**config.mk**
```make
export PLATFORM = sky130hd
export DESIGN_NAME = pipe_ctrl
export DESIGN_NICKNAME = d
export VERILOG_FILES = /design/src/rtl/pipe_ctrl.sv
export SDC_FILE = /design/constraint.sdc
export NUM_CORES = 1
export LEC_CHECK = 0
export ABC_AREA = 1
export BUFFER_PORTS_ARGS = -buffer_cell sky130_fd_sc_hd__buf_2
export CORE_MARGIN = 1
export CORE_UTILIZATION = 35
export CTS_BUF_LIST = sky130_fd_sc_hd__clkbuf_4
export DETAILED_ROUTE_END_ITERATION = 12
export HOLD_SLACK_MARGIN = 0.12
export SYNTH_ARGS = -nofsm -noshare
export SYNTH_HDL_FRONTEND = slang
export SYNTH_SLANG_ARGS = --single-unit
```
**constraint.sdc**
```tcl
create_clock -name clock -period 2.5 [get_ports clock]
set_input_delay 0.5 -clock clock [delete_from_list [all_inputs] [get_ports clock]]
set_output_delay 0.5 -clock clock [all_outputs]
set_load 0.01 [all_outputs]
```
**src/rtl/pipe_ctrl.sv**
```systemverilog
// pipe_ctrl: pipeline hazard / stall / flush controller with saturating perf counters
// Ports:
//   clock, reset                 rising-edge clock, synchronous active-high reset
//   id_rs, id_rt, id_use_rs/rt   ID source registers and their use flags
//   id_branch, branch_taken      ID compares operands / ID redirect resolved taken
//   ex_rd, ex_regwrite, ex_memread   EX destination and write/load flags
//   mem_rd, mem_memread          MEM destination and load flag
//   imem_ready                   instruction word valid for current PC
//   dmem_req, dmem_ready         MEM data access pending / complete
//   *_enable                     stage register load enables
//   ifid_flush, idex_bubble      nop insertion into IF/ID and ID/EX
//   pc_redirect                  PC mux selects branch target
//   busy                         multi-cycle hazard stall in progress
//   stall_cnt, flush_cnt         saturating performance counters
module pipe_ctrl (
    input  logic        clock,
    input  logic        reset,
    input  logic [4:0]  id_rs,
    input  logic [4:0]  id_rt,
    input  logic        id_use_rs,
    input  logic        id_use_rt,
    input  logic        id_branch,
    input  logic        branch_taken,
    input  logic [4:0]  ex_rd,
    input  logic        ex_regwrite,
    input  logic        ex_memread,
    input  logic [4:0]  mem_rd,
    input  logic        mem_memread,
    input  logic        imem_ready,
    input  logic        dmem_req,
    input  logic        dmem_ready,
    output logic        pc_enable,
    output logic        ifid_enable,
    output logic        idex_enable,
    output logic        exmem_enable,
    output logic        memwb_enable,
    output logic        ifid_flush,
    output logic        idex_bubble,
    output logic        pc_redirect,
    output logic        busy,
    output logic [15:0] stall_cnt,
    output logic [15:0] flush_cnt
);
    localparam logic [0:0] RUN    = 1'b0;
    localparam logic [0:0] HSTALL = 1'b1;

    logic [0:0]  r_state;
    logic [1:0]  r_rem;
    logic [15:0] r_stall_cnt;
    logic [15:0] r_flush_cnt;

    logic [0:0]  w_state;
    logic [1:0]  w_rem;
    logic        w_ex_hit;
    logic        w_mem_hit;
    logic [1:0]  w_need;
    logic        w_freeze;
    logic        w_run;
    logic        w_haz;
    logic        w_redir;
    logic        w_fwait;
    logic [0:0]  w_state_nxt;
    logic [1:0]  w_rem_nxt;

    // while reset is asserted the outputs reflect the post-reset state
    assign w_state = reset ? RUN : r_state;
    assign w_rem   = reset ? 2'd0 : r_rem;

    assign w_ex_hit  = ex_regwrite & (ex_rd != 5'd0) &
                       ((id_use_rs & (ex_rd == id_rs)) | (id_use_rt & (ex_rd == id_rt)));
    assign w_mem_hit = mem_memread & (mem_rd != 5'd0) &
                       ((id_use_rs & (mem_rd == id_rs)) | (id_use_rt & (mem_rd == id_rt)));

    // load feeding a branch compare needs two bubbles, other hazards one
    assign w_need = (id_branch & w_ex_hit & ex_memread) ? 2'd2 :
                    ((w_ex_hit & ex_memread) | (id_branch & w_ex_hit) | (id_branch & w_mem_hit)) ? 2'd1 :
                    2'd0;

    assign w_freeze = dmem_req & ~dmem_ready;
    assign w_run    = ~w_freeze & (w_state == RUN) & (w_need == 2'd0);
    assign w_haz    = ~w_freeze & ((w_state == HSTALL) | (w_need != 2'd0));
    // a taken branch beats a fetch wait: fetch restarts at the target
    assign w_redir  = w_run & branch_taken;
    assign w_fwait  = w_run & ~branch_taken & ~imem_ready;

    assign pc_enable    = ~w_freeze & ~w_haz & ~w_fwait;
    assign ifid_enable  = ~w_freeze & ~w_haz;
    assign idex_enable  = ~w_freeze;
    assign exmem_enable = ~w_freeze;
    assign memwb_enable = ~w_freeze;
    assign ifid_flush   = w_redir | w_fwait;
    assign idex_bubble  = w_haz;
    assign pc_redirect  = w_redir;
    assign busy         = (w_state == HSTALL);
    assign stall_cnt    = reset ? 16'd0 : r_stall_cnt;
    assign flush_cnt    = reset ? 16'd0 : r_flush_cnt;

    always_comb begin
        w_state_nxt = w_state;
        w_rem_nxt   = w_rem;
        if (!w_freeze) begin
            if (w_state == HSTALL) begin
                w_state_nxt = (w_rem == 2'd1) ? RUN : HSTALL;
                w_rem_nxt   = w_rem - 2'd1;
            end else if (w_need == 2'd2) begin
                w_state_nxt = HSTALL;
                w_rem_nxt   = 2'd1;
            end
        end
    end

    always_ff @(posedge clock) begin
        if (reset) begin
            r_state     <= RUN;
            r_rem       <= 2'd0;
            r_stall_cnt <= 16'd0;
            r_flush_cnt <= 16'd0;
        end else begin
            r_state <= w_state_nxt;
            r_rem   <= w_rem_nxt;
            if (!pc_enable && r_stall_cnt != 16'hFFFF)
                r_stall_cnt <= r_stall_cnt + 16'd1;
            if (pc_redirect && r_flush_cnt != 16'hFFFF)
                r_flush_cnt <= r_flush_cnt + 16'd1;
        end
    end
endmodule

```
# Word-level counts from Yosys, hierarchy flattened
# Cells that the tools add are included.
[totals]
register_bits = 35
input_bits = 32
output_inout_bits = 41
wordCells = 69
[classes]
n_addsub = 3
eq_ne = 8
n_mux = 13
bitwise = 34
reduce_logical = 7
[ops]
columns = ["op", "count"]
rows = [
  ["$add A16 B1 Y16 const B", 2],
  ["$mux W16", 2],
  ["$ne A16 B16 Y1 const B", 2],
  ["$and A1 B1 Y1", 21],
  ["$eq A5 B5 Y1", 4],
  ["$mux W2", 5],
  ["$reduce_bool A5 Y1", 2],
  ["$not A1 Y1", 7],
  ["$mux W1", 6],
  ["$or A1 B1 Y1", 6],
  ["$eq A2 B1 Y1 const B", 1],
  ["$eq A2 B2 Y1 const B", 1],
  ["$logic_and A1 B1 Y1", 2],
  ["$logic_not A2 Y1", 1],
  ["$reduce_bool A2 Y1", 1],
  ["$sub A2 B1 Y2 const B", 1],
  ["$logic_not A1 Y1", 1],
]

# Logic depth before layout (Yosys ltp)
# Gate-level depths: netlist of run 1.
[depth]
word_depth = 17
mapped_depth = 12
depth_no_buf = 12

# Worst setup path after synthesis of run 1
# Ideal clock, no wire load.
[synth_path]
path_kind = "input to output"
startpoint = "input port dmem_req"
endpoint = "output port pc_redirect"
t_arrival_ps = 1467
required_time_ps = 2000
path_slack_ps = 533
stages = 8
n_path_buf = 1
cell_sequence = "inv_1 -> nor2_1 -> inv_1 -> nand2_1 -> inv_1 -> nand3_1 -> nor2_2 -> buf_4"
[synth_via]
elab_chain_cells = 5
[synth_lines]
columns = ["item", "line_no", "rtl"]
rows = [
  ["start: declaration", "30", "input logic dmem_req,"],
  ["$and A1 B1 Y1", "79", "assign w_freeze = dmem_req & ~dmem_ready;"],
  ["$not A1 Y1", "n/a", ""],
  ["named net exmem_enable", "35", "output logic exmem_enable,"],
  ["$and A1 B1 Y1 (2 in a row)", "80", "assign w_run = ~w_freeze & (w_state == RUN) & (w_need == 2'd0);"],
  ["$and A1 B1 Y1", "83", "assign w_redir = w_run & branch_taken;"],
  ["end: declaration", "39", "output logic pc_redirect,"],
]
# The timed path passes the listed nets, and every way through them passes these cells.

# Worst setup path after layout of run 1
[layout_path]
startpoint = "input port ex_rd[0]"
endpoint = "output port pc_redirect"
[layout_via]
elab_chain_cells = 12
word_cells_on_any_way = 18
classes_between = "eq/ne: 2; mux: 2; bitwise: 12; reduce/logical: 2"
[layout_lines]
columns = ["item", "line_no", "rtl"]
rows = [
  ["start: declaration", "24", "input logic [4:0] ex_rd,"],
  ["$eq A5 B5 Y1", "70", "((id_use_rs & (ex_rd == id_rs)) | (id_use_rt & (ex_rd == id_rt)));"],
  ["$and A1 B1 Y1", "70", ""],
  ["$or A1 B1 Y1", "70", ""],
  ["$and A1 B1 Y1 (*)", "69", "assign w_ex_hit = ex_regwrite & (ex_rd != 5'd0) &"],
  ["$and A1 B1 Y1, on equally long branches", "76, 75", ""],
  ["$or A1 B1 Y1 (2 in a row)", "76", "((w_ex_hit & ex_memread) | (id_branch & w_ex_hit) | (id_branch & w_mem_hit)) ? 2'd1 :"],
  ["$mux W1", "76", ""],
  ["$mux W2 (*)", "75", "assign w_need = (id_branch & w_ex_hit & ex_memread) ? 2'd2 :"],
  ["$logic_not A2 Y1 (*)", "80", ""],
  ["$and A1 B1 Y1 (*)", "80", ""],
  ["$and A1 B1 Y1 (*)", "83", ""],
]
# Every way passes the cells marked *; elsewhere a longest branch is shown, timed or not.

==> impl_summary.log, run 1 <==
[metrics] number of cells on the worst hold path: 4
[metrics] Max Transition Viols Final: 0
[metrics] maximum VDD drop: 142.7 uV
[metrics] critical setup path kind: input pin to output port
[metrics] share of synthesized area occupied by flip-flops and latches: 25.45%
[metrics] number of I/O pins: between 70 and 80
[metrics] PwrDens: 337.7 nW/um^2
[metrics] sequence of cells on the critical path: buf_2 > nor2_1 > nand3_1 > o21ai_1 > inv_1 > nand3_2 > nand3_1 > nor2_2 > buf_2
[metrics] register-to-register path setup slack: 510 ps
[metrics] largest family of logic cells by synthesized area: simple AND/OR/NAND/NOR gates
[metrics] standard cell with the maximum stage delay on the critical path: nor2_2
[metrics] WL per Instance: 11.14 um
[metrics] cts bufs inserted: 5
[metrics] clock slew at reported path FFs: around 100 ps
[metrics] DRC violation count after routing: 0
[metrics] setup fix buffers added after clock tree synthesis: 0
[metrics] FF-to-FF End: r_stall_cnt[0]
[metrics] synthesized-area fraction occupied by and/or/nand/nor cells: 40.45%
[metrics] nets in the synthesized netlist: 491
[metrics] number of synthesized flops with an enable pin: 0
[metrics] layout-stage area growth over the synthesis result: 16.68%
[metrics] via count: 2982
[metrics] core region area: between 7000 and 8000 um^2
[metrics] share of the cycle needed by the critical path after routing: 86.91%
[metrics] most frequent standard cell in the layout excluding fill and tap cells: nand2_1
[metrics] hold buffer count at cts: 0
[metrics] Slew headroom: 59.84%
[metrics] outcome: finished, final reports clean
[metrics] worst path required time: ~2000 ps
[metrics] GP Congestion: 0.9010
[metrics] transition time of the tightest slew-check pin: 602.3 ps
[metrics] number of nets in the finished design: 561
[metrics] remaining global-route overflow: 0
[metrics] initial antenna violation count: 0
[metrics] mean number of vias per cell: roughly 4.8
[metrics] CP endpoint kind: output port
[metrics] worst setup path startpoint: ex_rd[0]
[metrics] most used flip-flop cell after synthesis: dfxtp_1
[metrics] unrepaired setup endpoints after global routing: no
[metrics] commonest non-fill, non-tap cells in the layout: nand2_1, nor2_1, buf_2
[metrics] die area: 8224 um^2
[metrics] R2R Path Start: r_stall_cnt[0]
[metrics] worst min-delay path startpoint: reset
[metrics] leakage power: 1.534 nW
[metrics] ratio of cells with drive above 1 in the final layout: 19.20%
[metrics] maximum fanout count along the critical path: 5
[metrics] delay of the slowest cell on the worst path: 220 ps
[metrics] skew final: roughly 14 ps
[metrics] number of synthesis warnings: 0
[metrics] DP Wirelength: between 5 and 6 mm
[metrics] Post-CTS Resized: 0
[metrics] TritonCTS clock tree: built
[metrics] Post-Syn Area per Cell: 6.036 um^2
[metrics] Worst Reg2Reg Path Length in Cells: 10
[metrics] Max Clock Freq: 460.3 MHz
[metrics] worst path bufs/invs: 3
[metrics] via count of the first global-routing pass: 2886
[metrics] H-tree levels: 2
[metrics] minimum clock period after layout: 2173 ps
[metrics] fraction of synthesis flops using an asynchronous set or reset pin: 0%
[metrics] Worst Hold Endpoint: r_rem[1]
[metrics] number of sinks handled by clock tree synthesis: 35
[metrics] Post-Route WL: 6.965 mm
[metrics] die height: 90.69 um
[metrics] Skew-Pair Late Insertion Delay: 350 ps
[metrics] largest net degree at the start of global routing: 61
[metrics] maximum root-to-sink buffer count: 2
[metrics] arrival time of the worst setup path: ~1700 ps
[metrics] Starting DRT DRC Count: 119
[metrics] final core area utilization: 43.35%
[metrics] # rows: 31
[metrics] setup TNS: 0 ps
[metrics] multiplexer area fraction after synthesis: 0%
[metrics] width of the chip: 90.69 um
[metrics] CP Launch Type: input pin
[metrics] Hold WC Path Type: input pin to flop
[metrics] area of the mapped netlist: approximately 2800 um^2
[metrics] flip-flop and latch count after synthesis: 35
[metrics] first-pass iteration count of the detailed router: 4
[metrics] global-route wire length before repair: 12.36 mm
[metrics] final antenna diode count: 0
[metrics] Final Hold Vio Count: 0
[metrics] IO buf count: 72
[metrics] antenna-violating nets left: 0
[metrics] CTS root buf: clkbuf_4
[metrics] area share of xor/xnor cells in the synthesized design: under 10%
[metrics] Starting Density: 37.16%
[metrics] synthesized netlist cell count: around 460
[metrics] global-route usage over all layers: 17.67%
[metrics] area fraction in compound gates after synthesis: 10.27%
[metrics] Distinct cells, synth: 32
[metrics] number of max-capacitance violations reported: 0
[metrics] synthesized-area fraction occupied by adder cells: 1.364%
[metrics] CP delay by family, top: simple AND/OR/NAND/NOR gates
[metrics] # setup viols final: 0
[metrics] power after layout: 0.001085 W
-- worst max path at each step --
| stage | end | slack [ps] | depth (start not counted) |
|---|---|---|---|
| finish | pc_redirect | 330 | 9 |
| global route | pc_redirect | 200 | 9 |
| CTS | pc_redirect | 280 | 9 |
| detailed placement | pc_redirect | 280 | 9 |
| global placement | pc_redirect | 290 | 9 |
| floorplan | pc_redirect | 530 | 8 |
-- final cells by class --
type / count / area (um^2)
clock inverter: 2 / 8.758
multi-input combinational: 335 / 1662
tap: 99 / 123.9
timing repair buffer: 80 / 420.4
sequential: 35 / 700.7
inverter: 69 / 259.0
fill: 828 / 4197
clock buffer: 5 / 37.54
-- routing by layer --
metal | GRT usage (%) | vias up | part of all wire (%)
met2 | 29.99 | 66 | 45
met4 | 4.973 | 0 | 1.1
met3 | 2.778 | 6 | 3.9
met1 | 22.94 | 1334 | 50
met5 | 0 | - | 0
li1 | - | 1576 | -
-- kinds of logic after synthesis --
family / after synthesis
and+or+nand+nor: 252
xor gates and xnor gates: 26
buffers and inverters: 86
adders and majority gates: 3
AOI/OAI and AO/OA: 54
DFF: 35
-- metrics by stage --
stage | cell area [um^2] | hold slack [ps] | cells | worst slack [ps]
after global routing | 3212 | 481.8 | 625 | 195.8
after CTS | 3212 | 474.0 | 625 | 283.1
after detailed placement | 3166 | 480.1 | 618 | 280.0
final | 3212 | 491.3 | 625 | 327.4
after global placement | 3166 | 465.9 | 618 | 286.3
after floorplan | 2753 | 449.3 | 456 | 533.4
-- sequential cells by signal, summed over array words and instances, names as in the netlist --
name         count
r_state          1
r_flush_cnt     16
r_rem            2
r_stall_cnt     16
-- cell usage after synthesis, types with 2 or more instances --
library cell | n | share of area (%)
a21oi_1 | 29 | 5.3
a21oi_2 | 2 | 0.64
a31oi_1 | 2 | 0.45
buf_1 | 2 | 0.27
buf_4 | 3 | 0.82
clkbuf_1 | 5 | 0.68
clkbuf_8 | 3 | 1.5
dfxtp_1 | 35 | 25
ha_1 | 3 | 1.4
inv_1 | 69 | 9.4
nand2_1 | 94 | 13
nand3_1 | 49 | 8.9
nand4_1 | 6 | 1.4
nand4_2 | 2 | 0.91
nor2_1 | 76 | 10
nor2_2 | 4 | 0.91
nor3_1 | 9 | 1.6
nor4_1 | 5 | 1.1
o21ai_0 | 19 | 3.5
or2_2 | 2 | 0.45
xor2_1 | 26 | 8.3
-- report_power, final --
part           total, W  internal (W)  switching (W)
logic          0.000215     0.0000769       0.000138
clock network  0.000293     0.0000997       0.000193
registers      0.000577      0.000567     0.00000945
-- worst register-to-register path, delay by kind of cell (launching register included) --
family                     cells  cell delay, ps
adders and majority gates      1             230
buffers and inverters          1              80
DFF                            1             410
and+or+nand+nor                8            1160
Power figures use the tool's default switching activity.
==> inputs of run 2 (changes only) <==
--- a/config.mk
+++ b/config.mk
@@ -5,13 +5,13 @@
 export SDC_FILE = /design/constraint.sdc
 export NUM_CORES = 1
 export LEC_CHECK = 0
-export ABC_AREA = 1
 export BUFFER_PORTS_ARGS = -buffer_cell sky130_fd_sc_hd__buf_2
 export CORE_MARGIN = 1
 export CORE_UTILIZATION = 35
 export CTS_BUF_LIST = sky130_fd_sc_hd__clkbuf_4
 export DETAILED_ROUTE_END_ITERATION = 12
 export HOLD_SLACK_MARGIN = 0.12
+export MAX_ROUTING_LAYER = met4
 export SYNTH_ARGS = -nofsm -noshare
 export SYNTH_HDL_FRONTEND = slang
 export SYNTH_SLANG_ARGS = --single-unit
==> run 2 against run 1 <==
Compared with the run above:
- the flow now finishes with violations (DRC)
- sequential power about the same
- core utilization grew 3.1 points
- fmax decreased by 13%
- hold slack got worse by 19 ps
- clock skew fell by 1.6 ps
- final area decreased by 7.1%
- count of clock-buffer cells in the layout unchanged
- routed wire length decreased by 17%
==> impl_summary.log, run 2 <==
[metrics] cell taking the most area after synthesis: dfxtp_1
[metrics] die area: 7045 um^2 (-14%)
[metrics] die height: 83.94 um (-7.4%)
[metrics] register-to-register path setup slack: 430 ps (-80 ps)
[metrics] largest net degree at the start of global routing: 70 (+15%)
[metrics] ratio of cells with drive above 1 in the final layout: 36.41% (+17 points)
[metrics] final antenna diode count: 0 (unchanged)
[metrics] commonest non-fill, non-tap cells in the layout: buf_2, nor2_1, dfxtp_1
[metrics] WL per Instance: 13.01 um (+17%)
[metrics] sequence of cells on the critical path: buf_8 > or4_1 > o21a_1 > o21ai_4 > o221ai_2 > nor2_4 > buf_12 > buf_2
[metrics] worst path required time: 2000 ps (about the same)
[metrics] share of Yosys cell area claimed by the top area cell type: 29.82% (+4.4 points)
[metrics] TritonCTS clock tree: built
[metrics] worst path bufs/invs: 3 (unchanged)
[metrics] flip-flop and latch count after synthesis: 35 (unchanged)
[metrics] CP endpoint kind: output port
[metrics] minimum clock period after layout: 2488 ps (+315.6 ps)
[metrics] delay of the slowest cell on the worst path: 510 ps (+290 ps)
[metrics] IO buf count: 72 (unchanged)
[metrics] Hold WC Path Type: input pin to flop
[metrics] setup TNS: 0 ps (unchanged)
[metrics] DP Wirelength: 4.362 mm (-18%)
[metrics] number of synthesized flops with an enable pin: 0 (unchanged)
[metrics] most frequent cell after synthesis: nor2_1
[metrics] maximum fanout count along the critical path: 16 (+11)
[metrics] H-tree levels: 2 (unchanged)
[metrics] number of synthesis warnings: 0 (unchanged)
[metrics] Final Hold Vio Count: 0 (unchanged)
[metrics] most used flip-flop cell after synthesis: dfxtp_1
[metrics] DRC violation count after routing: 16 (+16)
[metrics] mean number of vias per cell: 5.072 (+6.3%)
[metrics] antenna-violating nets left: 0 (unchanged)
[metrics] Skew-Pair Late Insertion Delay: 340 ps (about the same)
[metrics] synthesized netlist cell count: 283 (-38%)
[metrics] skew final: 12.94 ps (-1.555 ps)
[metrics] fraction of synthesis flops using an asynchronous set or reset pin: 0% (unchanged)
[metrics] CTS root buf: clkbuf_4
[metrics] CP Launch Type: input pin
[metrics] Post-Route WL: 5.788 mm (-17%)
[metrics] Slew headroom: 57.77% (-2.1 points)
[metrics] FF-to-FF End: r_stall_cnt[2]
[metrics] PwrDens: 362.7 nW/um^2 (+7.4%)
[metrics] worst hold slack: 472.2 ps (-19.08 ps)
[metrics] nets in the synthesized netlist: 318 (-35%)
[metrics] number of I/O pins: 73 (unchanged)
[metrics] number of cells on the worst hold path: 3 (-1)
[metrics] CP delay by family, top: simple AND/OR/NAND/NOR gates
[metrics] standard cell with the maximum stage delay on the critical path: or4_1
[metrics] Starting DRT DRC Count: 136 (+14%)
[metrics] maximum root-to-sink buffer count: 2 (unchanged)
[metrics] via count: 2257 (-24%)
[metrics] cts bufs inserted: 5 (unchanged)
[metrics] Starting Density: 36.59% (-0.57 points)
[metrics] unrepaired setup endpoints after global routing: yes
[metrics] initial antenna violation count: 0 (unchanged)
[metrics] Worst Reg2Reg Path Length in Cells: 7 (-3)
[metrics] transition time of the tightest slew-check pin: 633.5 ps (+31.18 ps)
[metrics] Max Transition Viols Final: 0 (unchanged)
[metrics] most frequent standard cell in the layout excluding fill and tap cells: buf_2
[metrics] Final Worst Setup Slack: 11.78 ps (-315.6 ps)
[metrics] share of synthesized area occupied by flip-flops and latches: 29.82% (+4.4 points)
[metrics] global-route usage over all layers: 17.04% (-0.63 points)
[metrics] clock slew at reported path FFs: 100 ps (about the same)
[metrics] setup slack at placement: -119.3 ps (-399.2 ps)
[metrics] number of max-capacitance violations reported: 0 (unchanged)
[metrics] Distinct cells, synth: 49 (+53%)
[metrics] biggest registers after layout: r_flush_cnt (16), r_stall_cnt (16), r_rem (2)
[metrics] # setup viols final: 0 (unchanged)
[metrics] violated checks: DRC
[metrics] Max Clock Freq: 401.9 MHz (-13%)
[metrics] area of the mapped netlist: 2350 um^2 (-15%)
[metrics] critical setup path kind: input pin to output port
[metrics] worst min-delay path startpoint: branch_taken
[metrics] layout-stage area growth over the synthesis result: 26.94%
[metrics] number of sinks handled by clock tree synthesis: 35 (unchanged)
[metrics] power after layout: 0.001082 W (-0.25%)
[metrics] first-pass iteration count of the detailed router: 8 (+4)
[metrics] Synth top cells by count: nor2_1, dfxtp_1, nor2b_1, xnor2_1, nand2_1
[metrics] leakage power: 1.268 nW (-17%)
[metrics] number of fillers in the final layout: 638 (-23%)
[metrics] maximum VDD drop: 312.1 uV (+120%)
[metrics] R2R Path Start: r_stall_cnt[2]
[metrics] width of the chip: 83.94 um (-7.4%)
[metrics] GP Congestion: 0.8451 (-6.2%)
[metrics] arrival time of the worst setup path: 1990 ps (+320 ps)
[metrics] main area contributors after synthesis: dfxtp_1, nor2b_1, nor2_1
[metrics] remaining global-route overflow: 0 (unchanged)
[metrics] outcome: finished with violations
[metrics] # rows: 29 (-6.5%)
[metrics] core region area: 6422 um^2 (-13%)
[metrics] via count of the first global-routing pass: 2081 (-28%)
[metrics] share of the cycle needed by the critical path after routing: 99.53% (+13 points)
[metrics] global-route wire length before repair: 9.591 mm (-22%)
[metrics] Post-Syn Area per Cell: 8.303 um^2 (+38%)
[metrics] number of nets in the finished design: 403 (-28%)
[metrics] Worst Hold Endpoint: r_flush_cnt[12]
==> run 2: worst min-delay path, stage by stage <==
cell and delay, ps:
buf_2 130, nand3_1 70, o2bb2ai_1 60
==> run 2: repair_timing <==
| action | 4_1_cts | 5_1_grt |
|---|---|---|
| pin swaps | 5 | 7 |
| gates resized for setup | 4 | 7 |
| hold buffers | 0 | 0 |
| buffers inserted | 2 | 2 |
| setup endpoints to repair | 4 | 5 |
==> run 2: how the worst max path moves through the flow <==
| stage | endpoint | startpoint | depth (start not counted) | slack, ps |
|---|---|---|---|---|
| detailed placement | r_stall_cnt[8] | ex_rd[4] | 9 | -120 |
| global placement | r_stall_cnt[14] | ex_rd[4] | 9 | -80 |
| global route | pc_enable | ex_rd[2] | 8 | -60 |
| finish | pc_enable | ex_rd[2] | 8 | 10 |
| floorplan | ifid_flush | ex_rd[1] | 7 | 180 |
| CTS | ifid_flush | ex_rd[4] | 9 | -30 |
==> run 2: power breakdown <==
group | leakage (nW) | internal [W] | switching [W]
Clock | 0.0285 | 0.0000997 | 0.000190
Sequential | 0.282 | 0.000565 | 0.00000905
Combinational | 0.957 | 0.000103 | 0.000115
==> run 2: routing by layer <==
layer,wire length (um),vias to the layer above,share of wire (%),GRT usage (%)
met1,2767,1030,48,22.05
li1,-,1167,-,-
met3,351,2,6.1,4.154
met4,31,0,0.54,4.702
met2,2637,58,46,26.45
met5,0,-,0,-
==> run 2: cells by family (layout without fill, tap and decap cells) <==
| logic type | after synthesis | in the layout | synth area share, % |
|---|---|---|---|
| xor+xnor | 25 | 25 | 9.318 |
| simple gates | 149 | 149 | 34.82 |
| compound gates | 26 | 26 | 8.893 |
| mux | 21 | 21 | 10.86 |
| buf+inv | 24 | 109 | 4.685 |
| fa+ha+maj | 3 | 3 | 1.598 |
| flops | 35 | 35 | 29.82 |
==> run 2: stage by stage <==
step | utilization, % | instances | instance area, um^2
floorplan | - | 283 | 2350
global placement | 44.63 | 434 | 2867
detailed placement | 44.63 | 434 | 2867
CTS | 45.84 | 443 | 2944
global route | 46.44 | 445 | 2983
finish | 46.44 | 445 | 2983
==> run 2: area by class of cell <==
type / count / area [um^2] / area share [%]
repair buffers: 92 / 543.0 / 18.20
well taps: 77 / 96.34 / 3.230
clock inverters: 2 / 8.758 / 0.2936
clock buffers: 5 / 37.54 / 1.258
inverters: 10 / 37.54 / 1.258
flip-flops and latches: 35 / 700.7 / 23.49
multi-input cells: 224 / 1559 / 52.27
==> inputs of run 3 (changes only) <==
--- a/config.mk
+++ b/config.mk
@@ -12,6 +12,7 @@
 export DETAILED_ROUTE_END_ITERATION = 12
 export HOLD_SLACK_MARGIN = 0.12
 export MAX_ROUTING_LAYER = met4
+export PLACE_DENSITY = 0.66
 export SYNTH_ARGS = -nofsm -noshare
 export SYNTH_HDL_FRONTEND = slang
 export SYNTH_SLANG_ARGS = --single-unit
==> run 3 against run 2 <==
Compared with the run above:
- the flow still finishes with violations (DRC)
- routed wire length decreased by 2.0%
- final area shrank 1.3%
- global-route usage fell by 0.28 points
- sequential power hardly changed
- cell count decreased by 0.67%
- flip-flop and latch count unchanged
- largest power group unchanged
==> impl_summary.log, run 3 (synthesis results as in run 2) <==
[metrics] layout-stage area growth over the synthesis result: 25.29%
[metrics] clock slew at reported path FFs: 110 ps (about the same)
[metrics] # rows: 29 (unchanged)
[metrics] DP Wirelength: 4.282 mm (-1.8%)
[metrics] CP Launch Type: input pin
[metrics] post-route insts no fill: 442 (-0.67%)
[metrics] Max Clock Freq: 402.4 MHz (+0.13%)
[metrics] cts bufs inserted: 5 (unchanged)
[metrics] global-route wire length before repair: 9.439 mm (-1.6%)
[metrics] Skew-Pair Late Insertion Delay: 340 ps (about the same)
[metrics] worst path required time: 2000 ps (about the same)
[metrics] WL per Instance: 12.83 um (-1.4%)
[metrics] outcome: finished with violations
[metrics] relative contribution of combinational cells to total power: 18.7% (-1.5 points)
[metrics] H-tree levels: 2 (unchanged)
[metrics] GR Util met2: 26.75% (+0.30 points)
[metrics] share of the cycle needed by the critical path after routing: 99.40% (-0.12 points)
[metrics] via count: 2237 (-0.89%)
[metrics] number of sinks handled by clock tree synthesis: 35 (unchanged)
[metrics] Multi-input gate area: 1546 um^2 (-0.80%)
[metrics] number of cells in the design after placement: 432 (-0.46%)
[metrics] violated checks: DRC
[metrics] DRC violation count after routing: 14 (-2)
[metrics] CTS root buf: clkbuf_4
[metrics] Max Transition Viols Final: 0 (unchanged)
[metrics] largest net degree at the start of global routing: 70 (unchanged)
[metrics] final core area utilization: 45.84% (-0.60 points)
[metrics] sequence of cells on the critical path: buf_6 > or4_1 > o21a_1 > o21ai_4 > o221ai_2 > nor2_4 > buf_12 > buf_2
[metrics] maximum fanout count along the critical path: 17 (+1)
[metrics] Starting Density: 36.59% (unchanged)
[metrics] standard cell with the maximum stage delay on the critical path: or4_1
[metrics] antenna-violating nets left: 0 (unchanged)
[metrics] width of the chip: 83.94 um (unchanged)
[metrics] arrival time of the worst setup path: 1990 ps (about the same)
[metrics] first-pass iteration count of the detailed router: 8 (unchanged)
[metrics] initial antenna violation count: 0 (unchanged)
[metrics] final antenna diode count: 0 (unchanged)
[metrics] IO buf count: 72 (unchanged)
[metrics] unrepaired setup endpoints after global routing: yes
[metrics] Hold WC Path Type: input pin to flop
[metrics] delay of the slowest cell on the worst path: 510 ps (about the same)
[metrics] GR met1 Demand/Resource: 20.82% (-1.2 points)
[metrics] number of nets in the finished design: 399 (-0.99%)
[metrics] ratio of cells with drive above 1 in the final layout: 35.34% (-1.1 points)
[metrics] proportion of power drawn by the clock network: 29.5% (+2.7 points)
[metrics] sequential standard cell area: 700.7 um^2 (unchanged)
[metrics] leakage power: 1.253 nW (-1.1%)
[metrics] Starting DRT DRC Count: 92 (-32%)
[metrics] biggest registers after layout: r_flush_cnt (16), r_stall_cnt (16), r_rem (2)
[metrics] Cell Int Power: 0.0007919 W (+3.1%)
[metrics] TritonCTS clock tree: built
[metrics] setup slack at placement: -118.5 ps (+0.7320 ps)
[metrics] global-route usage over all layers: 16.76% (-0.28 points)
[metrics] Slew headroom: 57.55% (-0.22 points)
[metrics] Post-Route WL: 5.671 mm (-2.0%)
[metrics] skew final: 15.17 ps (+2.229 ps)
[metrics] number of fillers in the final layout: 656 (+2.8%)
[metrics] maximum VDD drop: 218.9 uV (-30%)
[metrics] PwrDens: 376.0 nW/um^2 (+3.6%)
[metrics] Final Worst Setup Slack: 14.90 ps (+3.124 ps)
[metrics] maximum root-to-sink buffer count: 2 (unchanged)
[metrics] switching part of the total: 28.46% (-0.59 points)
[metrics] CP endpoint kind: output port
[metrics] number of max-capacitance violations reported: 0 (unchanged)
[metrics] remaining global-route overflow: 0 (unchanged)
[metrics] minimum clock period after layout: 2485 ps (-3.124 ps)
[metrics] switching component of the power: 0.0003150 W (+0.23%)
[metrics] transition time of the tightest slew-check pin: 636.8 ps (+3.288 ps)
[metrics] most frequent standard cell in the layout excluding fill and tap cells: buf_2
[metrics] die height: 83.94 um (unchanged)
[metrics] critical setup path kind: input pin to output port
[metrics] worst hold slack: 462.2 ps (-9.994 ps)
[metrics] mean number of vias per cell: 5.061 (-0.21%)
[metrics] core region area: 6422 um^2 (unchanged)
[metrics] commonest non-fill, non-tap cells in the layout: buf_2, nor2_1, dfxtp_1
[metrics] Final Hold Vio Count: 0 (unchanged)
[metrics] setup TNS: 0 ps (unchanged)
[metrics] # setup viols final: 0 (unchanged)
[metrics] hold buffer count at cts: 0 (unchanged)
[metrics] number of I/O pins: 73 (unchanged)
[metrics] die area: 7045 um^2 (unchanged)
[metrics] register-to-register path setup slack: 380 ps (-50 ps)
[metrics] GP Congestion: 0.8344 (-1.3%)
[metrics] most congested layer reported by global routing: met2
[metrics] part of the total power dissipated in sequential elements: 51.8% (-1.2 points)
[metrics] GRT met3 Usage: 3.956% (-0.20 points)
[metrics] via count of the first global-routing pass: 2080 (-0.048%)
-- run 3: changes by cell type in the layout (fill, tap and decap cells not counted), moves of 2 or more --
| cell | delta |
|---|---|
| buf_4 | -4 |
| buf_6 | +2 |
| buf_8 | -2 |
| clkbuf_4 | +2 |
-- run 3: per-layer routing --
layer	part of all wire (%)	wire length, um
met1	47	2690
met2	46	2628
met3	4.8	271
met4	1.4	81
met5	0	0
-- run 3: final timing paths --
path,from,cells past startpoint,to
worst max-delay path,ex_rd[2],8,pc_enable
worst min-delay path,branch_taken,3,r_flush_cnt[12]
worst max register to register,r_flush_cnt[2],7,r_flush_cnt[4]
worst min register to register,r_rem[0],2,r_rem[0]
-- run 3: repair_timing --
action | in CTS | in global routing
buffers inserted | 1 | 1
endpoints found under the setup margin | 3 | 5
gates resized for setup | 3 | 3
pin swaps | 5 | 7
-- run 3: cell type report --
cell class	instances	area share [%]
timing repair buffer	88	17.17
clock buffer	7	1.785
sequential	35	23.80
clock inverter	1	0.1700
inverter	10	1.275
tap	77	3.272
multi-input combinational	224	52.53
-- run 3: worst max-delay path, delay by kind of cell --
kind            cells  cell delay [ps]
simple gates        2              630
compound gates      3              460
buf+inv             3              390
-- run 3: power by group through the flow --
stage               Clock (W)  Combinational [W]  Sequential [W]
floorplan                   0           0.000120        0.000584
global placement            0           0.000197        0.000587
detailed placement          0           0.000201        0.000586
CTS                  0.000338           0.000206        0.000574
global route         0.000367           0.000226        0.000576
finish               0.000326           0.000207        0.000574
-- run 3: metrics by stage --
step / cell area [um^2] / total power [W]
2_1_floorplan: 2350 / 0.0007037
3_3_place_gp: 2851 / 0.0007840
3_5_place_dp: 2851 / 0.0007872
4_1_cts: 2929 / 0.001118
5_1_grt: 2944 / 0.001170
6_report: 2944 / 0.001107
